### src/rtl/exc_commit_if.sv
// MEM->WB instruction handoff plus the CP0 exception/ERET/MTC0 commit signals.
// The slave modport belongs to the commit stage; the master modport belongs to its environment.
interface exc_commit_if;
  logic        ms_to_ws_valid;
  logic        ws_allowin;
  logic [31:0] ms_pc;
  logic        ms_bd;
  logic [6:0]  ms_exc;
  logic [31:0] ms_data_addr;
  logic        ms_eret;
  logic        ms_mtc0;
  logic [7:0]  ms_cp0_addr;
  logic [31:0] ms_cp0_wdata;
  logic        has_int;
  logic [31:0] epc;
  logic        ex;
  logic [4:0]  excode;
  logic        bd;
  logic [31:0] m2s_pc;
  logic [31:0] badvaddr;
  logic        eret_flush;
  logic        mtc0_we;
  logic [7:0]  cp0_addr;
  logic [31:0] cp0_wdata;
  logic        flush;
  logic [31:0] flush_pc;

  modport slave (
    input  ms_to_ws_valid, ms_pc, ms_bd, ms_exc, ms_data_addr, ms_eret, ms_mtc0,
           ms_cp0_addr, ms_cp0_wdata, has_int, epc,
    output ws_allowin, ex, excode, bd, m2s_pc, badvaddr, eret_flush, mtc0_we,
           cp0_addr, cp0_wdata, flush, flush_pc
  );

  modport master (
    output ms_to_ws_valid, ms_pc, ms_bd, ms_exc, ms_data_addr, ms_eret, ms_mtc0,
           ms_cp0_addr, ms_cp0_wdata, has_int, epc,
    input  ws_allowin, ex, excode, bd, m2s_pc, badvaddr, eret_flush, mtc0_we,
           cp0_addr, cp0_wdata, flush, flush_pc
  );
endinterface

### src/rtl/exc_commit.sv
// Writeback-stage exception commit: latches one instruction, resolves its highest-priority
// exception, and raises the CP0 strobes and a one-cycle pipeline flush.
module exc_commit (
  input  logic          clk,
  input  logic          reset,
  exc_commit_if.slave   bus
);

  typedef enum logic {RUN, FLUSH} state_e;

  state_e      state_q, state_d;
  logic        wsValid_q, wsValid_d;
  logic [31:0] pc_q;
  logic        bd_q;
  logic [6:0]  exc_q;
  logic        intTag_q;
  logic [31:0] dataAddr_q;
  logic        eret_q;
  logic        mtc0_q;
  logic [7:0]  cp0Addr_q;
  logic [31:0] cp0Wdata_q;

  logic        inRun;
  logic        exStrobe;
  logic        eretStrobe;
  logic        flushNow;
  logic        load;
  logic [4:0]  excodeSel;
  logic [31:0] badvaddrSel;

  assign inRun      = (state_q == RUN);
  assign exStrobe   = wsValid_q & (intTag_q | (|exc_q)) & inRun;
  assign eretStrobe = wsValid_q & eret_q & ~exStrobe & inRun;
  assign flushNow   = exStrobe | eretStrobe;
  assign load       = bus.ms_to_ws_valid & inRun & ~flushNow;
  assign state_d    = flushNow ? FLUSH : RUN;
  assign wsValid_d  = load;

  // The winning cause decides both the code and which address CP0 sees as BadVAddr.
  always_comb begin
    excodeSel   = 5'h00;
    badvaddrSel = 32'h0;
    if (intTag_q) begin
      excodeSel = 5'h00;
    end else if (exc_q[0]) begin
      excodeSel   = 5'h04;
      badvaddrSel = pc_q;
    end else if (exc_q[1]) begin
      excodeSel = 5'h0a;
    end else if (exc_q[2]) begin
      excodeSel = 5'h0c;
    end else if (exc_q[3]) begin
      excodeSel = 5'h08;
    end else if (exc_q[4]) begin
      excodeSel = 5'h09;
    end else if (exc_q[5]) begin
      excodeSel   = 5'h04;
      badvaddrSel = dataAddr_q;
    end else if (exc_q[6]) begin
      excodeSel   = 5'h05;
      badvaddrSel = dataAddr_q;
    end
  end

  always_ff @(posedge clk or posedge reset) begin
    if (reset) begin
      state_q    <= RUN;
      wsValid_q  <= 1'b0;
      pc_q       <= 32'h0;
      bd_q       <= 1'b0;
      exc_q      <= 7'h0;
      intTag_q   <= 1'b0;
      dataAddr_q <= 32'h0;
      eret_q     <= 1'b0;
      mtc0_q     <= 1'b0;
      cp0Addr_q  <= 8'h0;
      cp0Wdata_q <= 32'h0;
    end else begin
      state_q   <= state_d;
      wsValid_q <= wsValid_d;
      if (load) begin
        pc_q       <= bus.ms_pc;
        bd_q       <= bus.ms_bd;
        exc_q      <= bus.ms_exc;
        intTag_q   <= bus.has_int;
        dataAddr_q <= bus.ms_data_addr;
        eret_q     <= bus.ms_eret;
        mtc0_q     <= bus.ms_mtc0;
        cp0Addr_q  <= bus.ms_cp0_addr;
        cp0Wdata_q <= bus.ms_cp0_wdata;
      end
    end
  end

  assign bus.ws_allowin = inRun;
  assign bus.ex         = exStrobe;
  assign bus.excode     = excodeSel;
  assign bus.bd         = bd_q;
  assign bus.m2s_pc     = pc_q;
  assign bus.badvaddr   = badvaddrSel;
  assign bus.eret_flush = eretStrobe;
  assign bus.mtc0_we    = wsValid_q & mtc0_q & ~exStrobe & inRun;
  assign bus.cp0_addr   = cp0Addr_q;
  assign bus.cp0_wdata  = cp0Wdata_q;
  assign bus.flush      = flushNow;
  assign bus.flush_pc   = exStrobe ? 32'hBFC00380 : (eretStrobe ? bus.epc : 32'h0);

endmodule

### src/flat_wrapper.sv
// flat-port wrapper written by rule: the top's interface ports become plain ports
module exc_commit_flat 
  (clk, reset, bus_ms_to_ws_valid, bus_ms_pc, bus_ms_bd, bus_ms_exc, bus_ms_data_addr, bus_ms_eret, bus_ms_mtc0, bus_ms_cp0_addr, bus_ms_cp0_wdata, bus_has_int, bus_epc, bus_ws_allowin, bus_ex, bus_excode, bus_bd, bus_m2s_pc, bus_badvaddr, bus_eret_flush, bus_mtc0_we, bus_cp0_addr, bus_cp0_wdata, bus_flush, bus_flush_pc);
  exc_commit_if bus_i ();
  input  logic clk;
  input  logic reset;
  input wire logic [$bits(bus_i.ms_to_ws_valid)-1:0] bus_ms_to_ws_valid;
  input wire logic [$bits(bus_i.ms_pc)-1:0] bus_ms_pc;
  input wire logic [$bits(bus_i.ms_bd)-1:0] bus_ms_bd;
  input wire logic [$bits(bus_i.ms_exc)-1:0] bus_ms_exc;
  input wire logic [$bits(bus_i.ms_data_addr)-1:0] bus_ms_data_addr;
  input wire logic [$bits(bus_i.ms_eret)-1:0] bus_ms_eret;
  input wire logic [$bits(bus_i.ms_mtc0)-1:0] bus_ms_mtc0;
  input wire logic [$bits(bus_i.ms_cp0_addr)-1:0] bus_ms_cp0_addr;
  input wire logic [$bits(bus_i.ms_cp0_wdata)-1:0] bus_ms_cp0_wdata;
  input wire logic [$bits(bus_i.has_int)-1:0] bus_has_int;
  input wire logic [$bits(bus_i.epc)-1:0] bus_epc;
  output wire logic [$bits(bus_i.ws_allowin)-1:0] bus_ws_allowin;
  output wire logic [$bits(bus_i.ex)-1:0] bus_ex;
  output wire logic [$bits(bus_i.excode)-1:0] bus_excode;
  output wire logic [$bits(bus_i.bd)-1:0] bus_bd;
  output wire logic [$bits(bus_i.m2s_pc)-1:0] bus_m2s_pc;
  output wire logic [$bits(bus_i.badvaddr)-1:0] bus_badvaddr;
  output wire logic [$bits(bus_i.eret_flush)-1:0] bus_eret_flush;
  output wire logic [$bits(bus_i.mtc0_we)-1:0] bus_mtc0_we;
  output wire logic [$bits(bus_i.cp0_addr)-1:0] bus_cp0_addr;
  output wire logic [$bits(bus_i.cp0_wdata)-1:0] bus_cp0_wdata;
  output wire logic [$bits(bus_i.flush)-1:0] bus_flush;
  output wire logic [$bits(bus_i.flush_pc)-1:0] bus_flush_pc;
  assign bus_i.ms_to_ws_valid = bus_ms_to_ws_valid;
  assign bus_i.ms_pc = bus_ms_pc;
  assign bus_i.ms_bd = bus_ms_bd;
  assign bus_i.ms_exc = bus_ms_exc;
  assign bus_i.ms_data_addr = bus_ms_data_addr;
  assign bus_i.ms_eret = bus_ms_eret;
  assign bus_i.ms_mtc0 = bus_ms_mtc0;
  assign bus_i.ms_cp0_addr = bus_ms_cp0_addr;
  assign bus_i.ms_cp0_wdata = bus_ms_cp0_wdata;
  assign bus_i.has_int = bus_has_int;
  assign bus_i.epc = bus_epc;
  assign bus_ws_allowin = bus_i.ws_allowin;
  assign bus_ex = bus_i.ex;
  assign bus_excode = bus_i.excode;
  assign bus_bd = bus_i.bd;
  assign bus_m2s_pc = bus_i.m2s_pc;
  assign bus_badvaddr = bus_i.badvaddr;
  assign bus_eret_flush = bus_i.eret_flush;
  assign bus_mtc0_we = bus_i.mtc0_we;
  assign bus_cp0_addr = bus_i.cp0_addr;
  assign bus_cp0_wdata = bus_i.cp0_wdata;
  assign bus_flush = bus_i.flush;
  assign bus_flush_pc = bus_i.flush_pc;
  exc_commit u_core (.clk(clk), .reset(reset), .bus(bus_i));
endmodule
### config.mk
export PLATFORM = sky130hd
export DESIGN_NAME = exc_commit_flat
export DESIGN_NICKNAME = d
export VERILOG_FILES = /design/src/rtl/exc_commit_if.sv /design/src/rtl/exc_commit.sv /design/src/flat_wrapper.sv
export SDC_FILE = /design/constraint.sdc
export NUM_CORES = 1
export LEC_CHECK = 0
export CAP_MARGIN = 15
export CORE_ASPECT_RATIO = 1.75
export CORE_MARGIN = 3
export CORE_UTILIZATION = 30
export DETAILED_ROUTE_END_ITERATION = 8
export PLACE_DENSITY_LB_ADDON = 0.25
export REMOVE_ABC_BUFFERS = 1
export SYNTH_ARGS = -nofsm -noshare
export SYNTH_HDL_FRONTEND = slang
export SYNTH_SLANG_ARGS = --single-unit
### constraint.sdc
create_clock -name clk -period 4.8 [get_ports clk]
set_input_delay 0.72 -clock clk [delete_from_list [all_inputs] [get_ports clk]]
set_output_delay 0.72 -clock clk [all_outputs]
set_load 0.02 [all_outputs]
After elaboration in Yosys (flattened, before gate mapping)
Cells that the tools add are included.
- bitwise operators: 15
- muxes and demuxes: 19
- reduce and logical (&&, ||, !) cells: 1
- operators with widths (kind ; count):
    $mux W32 ; 10
    $mux W5 ; 7
    $and A1 B1 Y1 ; 10
    $reduce_or A7 Y1 ; 1
    $mux W3 ; 1
    $not A1 Y1 ; 3
    $or A1 B1 Y1 ; 2
    $mux W1 ; 1
- logic and storage cells: 46
- flip-flop bits (word level): 117
- input port bits: 150
- output and inout bits: 147

Logic depth before layout (Yosys ltp)
- word-level depth: 10
- gate-level depth with buffers: 7
- mapped depth without buffers: 4

Worst setup path before layout
No wires, ideal clock.
- kind: flip-flop to output port
- from: reg u_core.exc_q[1]
- to: out bus_badvaddr[17]
- path buffers: 1
- path slack: 2.472 ns
- stages on the path, launching flop included: 6
- data arrival time: 1.608 ns
- required time: 4.080 ns
- cell sequence: dfrtp_1 nor4_4 nor3b_2 buf_4 a22oi_1 nor2_1
- cells in the longest elaborated chain, start to end: 3
- RTL lines (item ; RTL line ; RTL):
    start: declaration ; exc_commit.sv:15 ; logic [6:0] exc_q;
    start signal: assignment ; exc_commit.sv:84 ; exc_q <= bus.ms_exc;
    $mux W32 ; exc_commit.sv:48 ; end else if (exc_q[1]) begin
    $mux W32 ; exc_commit.sv:45 ; end else if (exc_q[0]) begin
    $mux W32 ; exc_commit.sv:43 ; if (intTag_q) begin
    end: declaration ; flat_wrapper.sv:23 ; output wire logic [$bits(bus_i.badvaddr)-1:0] bus_badvaddr;
No other way between the ends.

Worst setup path in the final report
- from: reg u_core.exc_q[0]
- to: out bus_flush_pc[16]
- cells in the longest elaborated chain, start to end: 9
- RTL lines (item ; RTL line ; RTL):
    $reduce_or A7 Y1 * ; exc_commit.sv:32 ; assign exStrobe = wsValid_q & (intTag_q | (|exc_q)) & inRun;
    $or A1 B1 Y1 * ; exc_commit.sv:32 ;
    $and A1 B1 Y1 * (2 in series) ; exc_commit.sv:32 ;
    $not A1 Y1 ; exc_commit.sv:33 ; assign eretStrobe = wsValid_q & eret_q & ~exStrobe & inRun;
    $and A1 B1 Y1 (2 in series) ; exc_commit.sv:33 ;
    $mux W32 ; exc_commit.sv:106 ; assign bus.flush_pc = exStrobe ? 32'hBFC00380 : (eretStrobe ? bus.epc : 32'h0);
    $mux W32 * ; exc_commit.sv:106 ;
    end: declaration ; flat_wrapper.sv:29 ; output wire logic [$bits(bus_i.flush_pc)-1:0] bus_flush_pc;
Every way passes the cells marked *; elsewhere a longest branch is shown, timed or not.

==> flow_summary.ini <==
[run_status]
outcome = completed

[critical_path]
crit_family = simple AND/OR/NAND/NOR gates
crit_slowest_cell = dfrtp_2
crit_start = u_core.exc_q[0]
timing.rr.start = u_core.exc_q[0]
crit_path_end_kind = primary output
setup.worst_path.class = reg2out
critical_path_buf_inv_count = 1
worstPathArrival_ns = 3.26
critPathMaxStageDelay_ns = 0.71
crit_fanout = 39
worstPathRequired_ns = 4.08
cp_cell_sequence = nor4_1, and4_1, and2_1, clkdlybuf4s50_1
critical_path.startpoint_type = flop

[power]
p_clk_share_pct = 20.0
p_comb_share_pct = 50.9
p_int_mw = 4.05
ir_drop_v = 0.000310
p_sw_mw = 3.03
power.leakage_nw = 4.11
p_per_area_mw_per_mm2 = 683
switching_share_pct = 42.8
seqPwrFrac_pct = 29.1

[clock_tree]
cts_resized = 0
postCtsHoldBufs = 0
clock_tree.root_cell = clkbuf_16
post-cts-setup-buffers = 0
clk_pin_slew_ns = 0.05
htree_levels = 4
max-clock-path-buffers = 2
cts_sinks = 117
insertion_delay_ns = 0.43
cts_made_buffers = 17
cts_tree = yes

[timing]
hold_viol = 0
finClkSkew_ns = 0.00641
maxSlewViolCount = 0
max_freq_ghz = 0.251
rsz0062_at_grt = false
tightest_slew_ns = 0.891
setup_viol = 0
tns_ns = 0
slew_headroom_pct = 40.4
period_needed_ns = 3.98
layout_setup_ws_ns = 0.817
fin_crit_sh_pct = 83.0

[floorplan]
core.rowCount = 71
io_pins = 297
start_util_pct = 30.6
die_w_um = 118
dieArea_mm2 = 0.0240
core_area_mm2 = 0.0217
fp.dieH_um = 203

[finish]
nFillCells = 2139
drive_gt1_share_pct = 5.31
nets = 1173
area_growth_syn_to_layout_pct = 56.0
layout.cells.non_filler = 1334

[global_routing]
first_global_vias = 7198
grt-ovfl-total = 0
antenna_found_initial = 7
grt_pass1_wl_um = 41900
globalRouteTotalUtil_pct = 21.8
grt_max_degree = 71

[synthesis]
ys_seq_area_share_pct = 44.1
ys_ff_latch = 117
syn_area_mm2 = 0.00664
avgSynthCellArea_um2 = 8.47
yosysWarningCount = 0
synth_cells = 784
ys_types = 32

[place]
globalplace.congestion = 0.796
portBuffers = 295
pre_cts_slack_ns = 1.20
place_hpwl_um = 17400
dp_cells = 1296

[detailed_routing]
drt-total-wl_um = 26800
dr.pass1.iters = 7
drt_iter0_drc = 514
drc = 0
num_vias = 7426
viasPerCell = 5.57
drt.antenna.violating_nets = 0
wl_per_cell_um = 20.1

[hold_path]
worst_hold_path_type = reg2reg
hp-start = u_core.bus.cp0_wdata[17]

[flow_run]
maxCapViolCount = 0
worst min-delay path, cell delays in order, from the launching register on:
cell	delay (ns)
dfrtp_1	0.35
nand3_1	0.07
nand3_1	0.08
layout make-up:
| class | instances | area [um^2] | share of cell area, % |
|---|---|---|---|
| inverters | 4 | 17.5 | 0.169 |
| clock buffers | 24 | 512 | 4.94 |
| clock inverters | 8 | 143 | 1.38 |
| well taps | 292 | 365 | 3.53 |
| multi-input cells | 574 | 3300 | 31.8 |
| diodes | 6 | 15.0 | 0.145 |
| repair buffers | 309 | 3080 | 29.8 |
| flip-flops and latches | 117 | 2930 | 28.3 |
metrics by stage:
| stage | total power [mW] | utilization (%) | hold slack, ns | area, um^2 |
|---|---|---|---|---|
| floorplan | 3.89 | - | 0.500 | 6200 |
| global placement | 5.66 | 44.7 | 0.516 | 9690 |
| detailed placement | 5.70 | 44.7 | 0.534 | 9690 |
| CTS | 7.14 | 47.7 | 0.549 | 10300 |
| global route | 7.51 | 47.8 | 0.570 | 10400 |
| finish | 7.08 | 47.8 | 0.538 | 10400 |
cells by family after synthesis:
group | after synthesis | synth area share [%]
AO/OA/AOI/OAI | 165 | 18.2
buffers and inverters | 93 | 6.93
flip-flops | 117 | 44.1
other | 1 | 0.0565
AND/OR/NAND/NOR | 408 | 30.7
registers in the layout (all words and copies together) (netlist names):
register / cells
u_core.bus.m2s_pc: 32
u_core.exc_q: 7
u_core.mtc0_q: 1
u_core.wsValid_q: 1
u_core.state_q: 1
u_core.bus.bd: 1
u_core.dataAddr_q: 32
u_core.intTag_q: 1
u_core.eret_q: 1
u_core.bus.cp0_addr: 8
u_core.bus.cp0_wdata: 32
worst paths after layout:
| path | end | slack [ns] | depth (start not counted) |
|---|---|---|---|
| setup / recovery | bus_flush_pc[16] | 0.82 | 4 |
| max in group asynchronous | u_core.dataAddr_q[27] | 3.21 | 3 |
| hold reg to reg | u_core.bus.cp0_wdata[17] | 0.54 | 2 |
| setup reg to reg | u_core.mtc0_q | 1.42 | 6 |
| min in group asynchronous | u_core.bus.cp0_wdata[8] | 0.78 | 2 |
| hold / removal | u_core.bus.cp0_wdata[17] | 0.54 | 2 |
layer usage:
layer / vias up / share of wire (%) / global-route usage (%)
li1: 3416 / - / -
met1: 3635 / 38 / 26.0
met2: 317 / 51 / 36.1
met3: 56 / 6.7 / 5.49
met4: 2 / 3.9 / 11.7
met5: - / 0.049 / 0
power groups by stage:
stage	registers (mW)	logic, mW	clock network, mW
2_1_floorplan	2.33	1.55	0
3_3_place_gp	2.06	3.60	0
3_5_place_dp	2.06	3.64	0
4_1_cts	2.06	3.65	1.44
5_1_grt	2.15	3.88	1.48
6_report	2.06	3.61	1.41
cells in the final DEF, fill, tap and decap left out, drive strengths merged:
cell           instances
nand3                316
clkdlybuf4s50        295
a22oi                138
dfrtp                117
nor2                  39
clkbuf                24
and2                  21
nand2                 18
a21oi                 14
buf                   14
a22o                   8
diode                  6
bufinv                 4
inv                    4
nor3                   3
clkinv                 3
nand2b                 2
nor4                   2
nor2b                  2
nor3b                  2
o21ai                  2
a21o                   1
and3                   1
and4                   1
o21bai                 1
or4                    1
o211ai                 1
conb                   1
clkinvlp               1
Yosys cell counts:
library cell / number / area share (%)
and3_1: 1 / 0.094
a22o_1: 8 / 1.1
nand2b_1: 2 / 0.19
nand3_1: 316 / 24
o211ai_1: 1 / 0.11
buf_1: 10 / 0.57
conb_1: 1 / 0.056
nor4_1: 1 / 0.094
inv_1: 4 / 0.23
dfrtp_1: 117 / 44
clkbuf_1: 45 / 2.5
nor2b_1: 2 / 0.19
and4_1: 1 / 0.13
nor3b_1: 1 / 0.11
a21o_1: 1 / 0.11
nor3_1: 3 / 0.23
o21ai_1: 1 / 0.075
or4_1: 1 / 0.11
buf_2: 20 / 1.5
nor4_4: 1 / 0.32
a21oi_1: 14 / 1.1
buf_4: 6 / 0.68
o21ai_0: 1 / 0.075
and2_1: 21 / 2.0
a22oi_1: 138 / 16
buf_8: 1 / 0.23
nor2_1: 37 / 2.1
nor3b_2: 1 / 0.19
o21bai_1: 1 / 0.11
buf_6: 7 / 1.2
nand2_1: 18 / 1.0
nor2_2: 2 / 0.19
No activity file was read; power rests on OpenSTA's default activity.
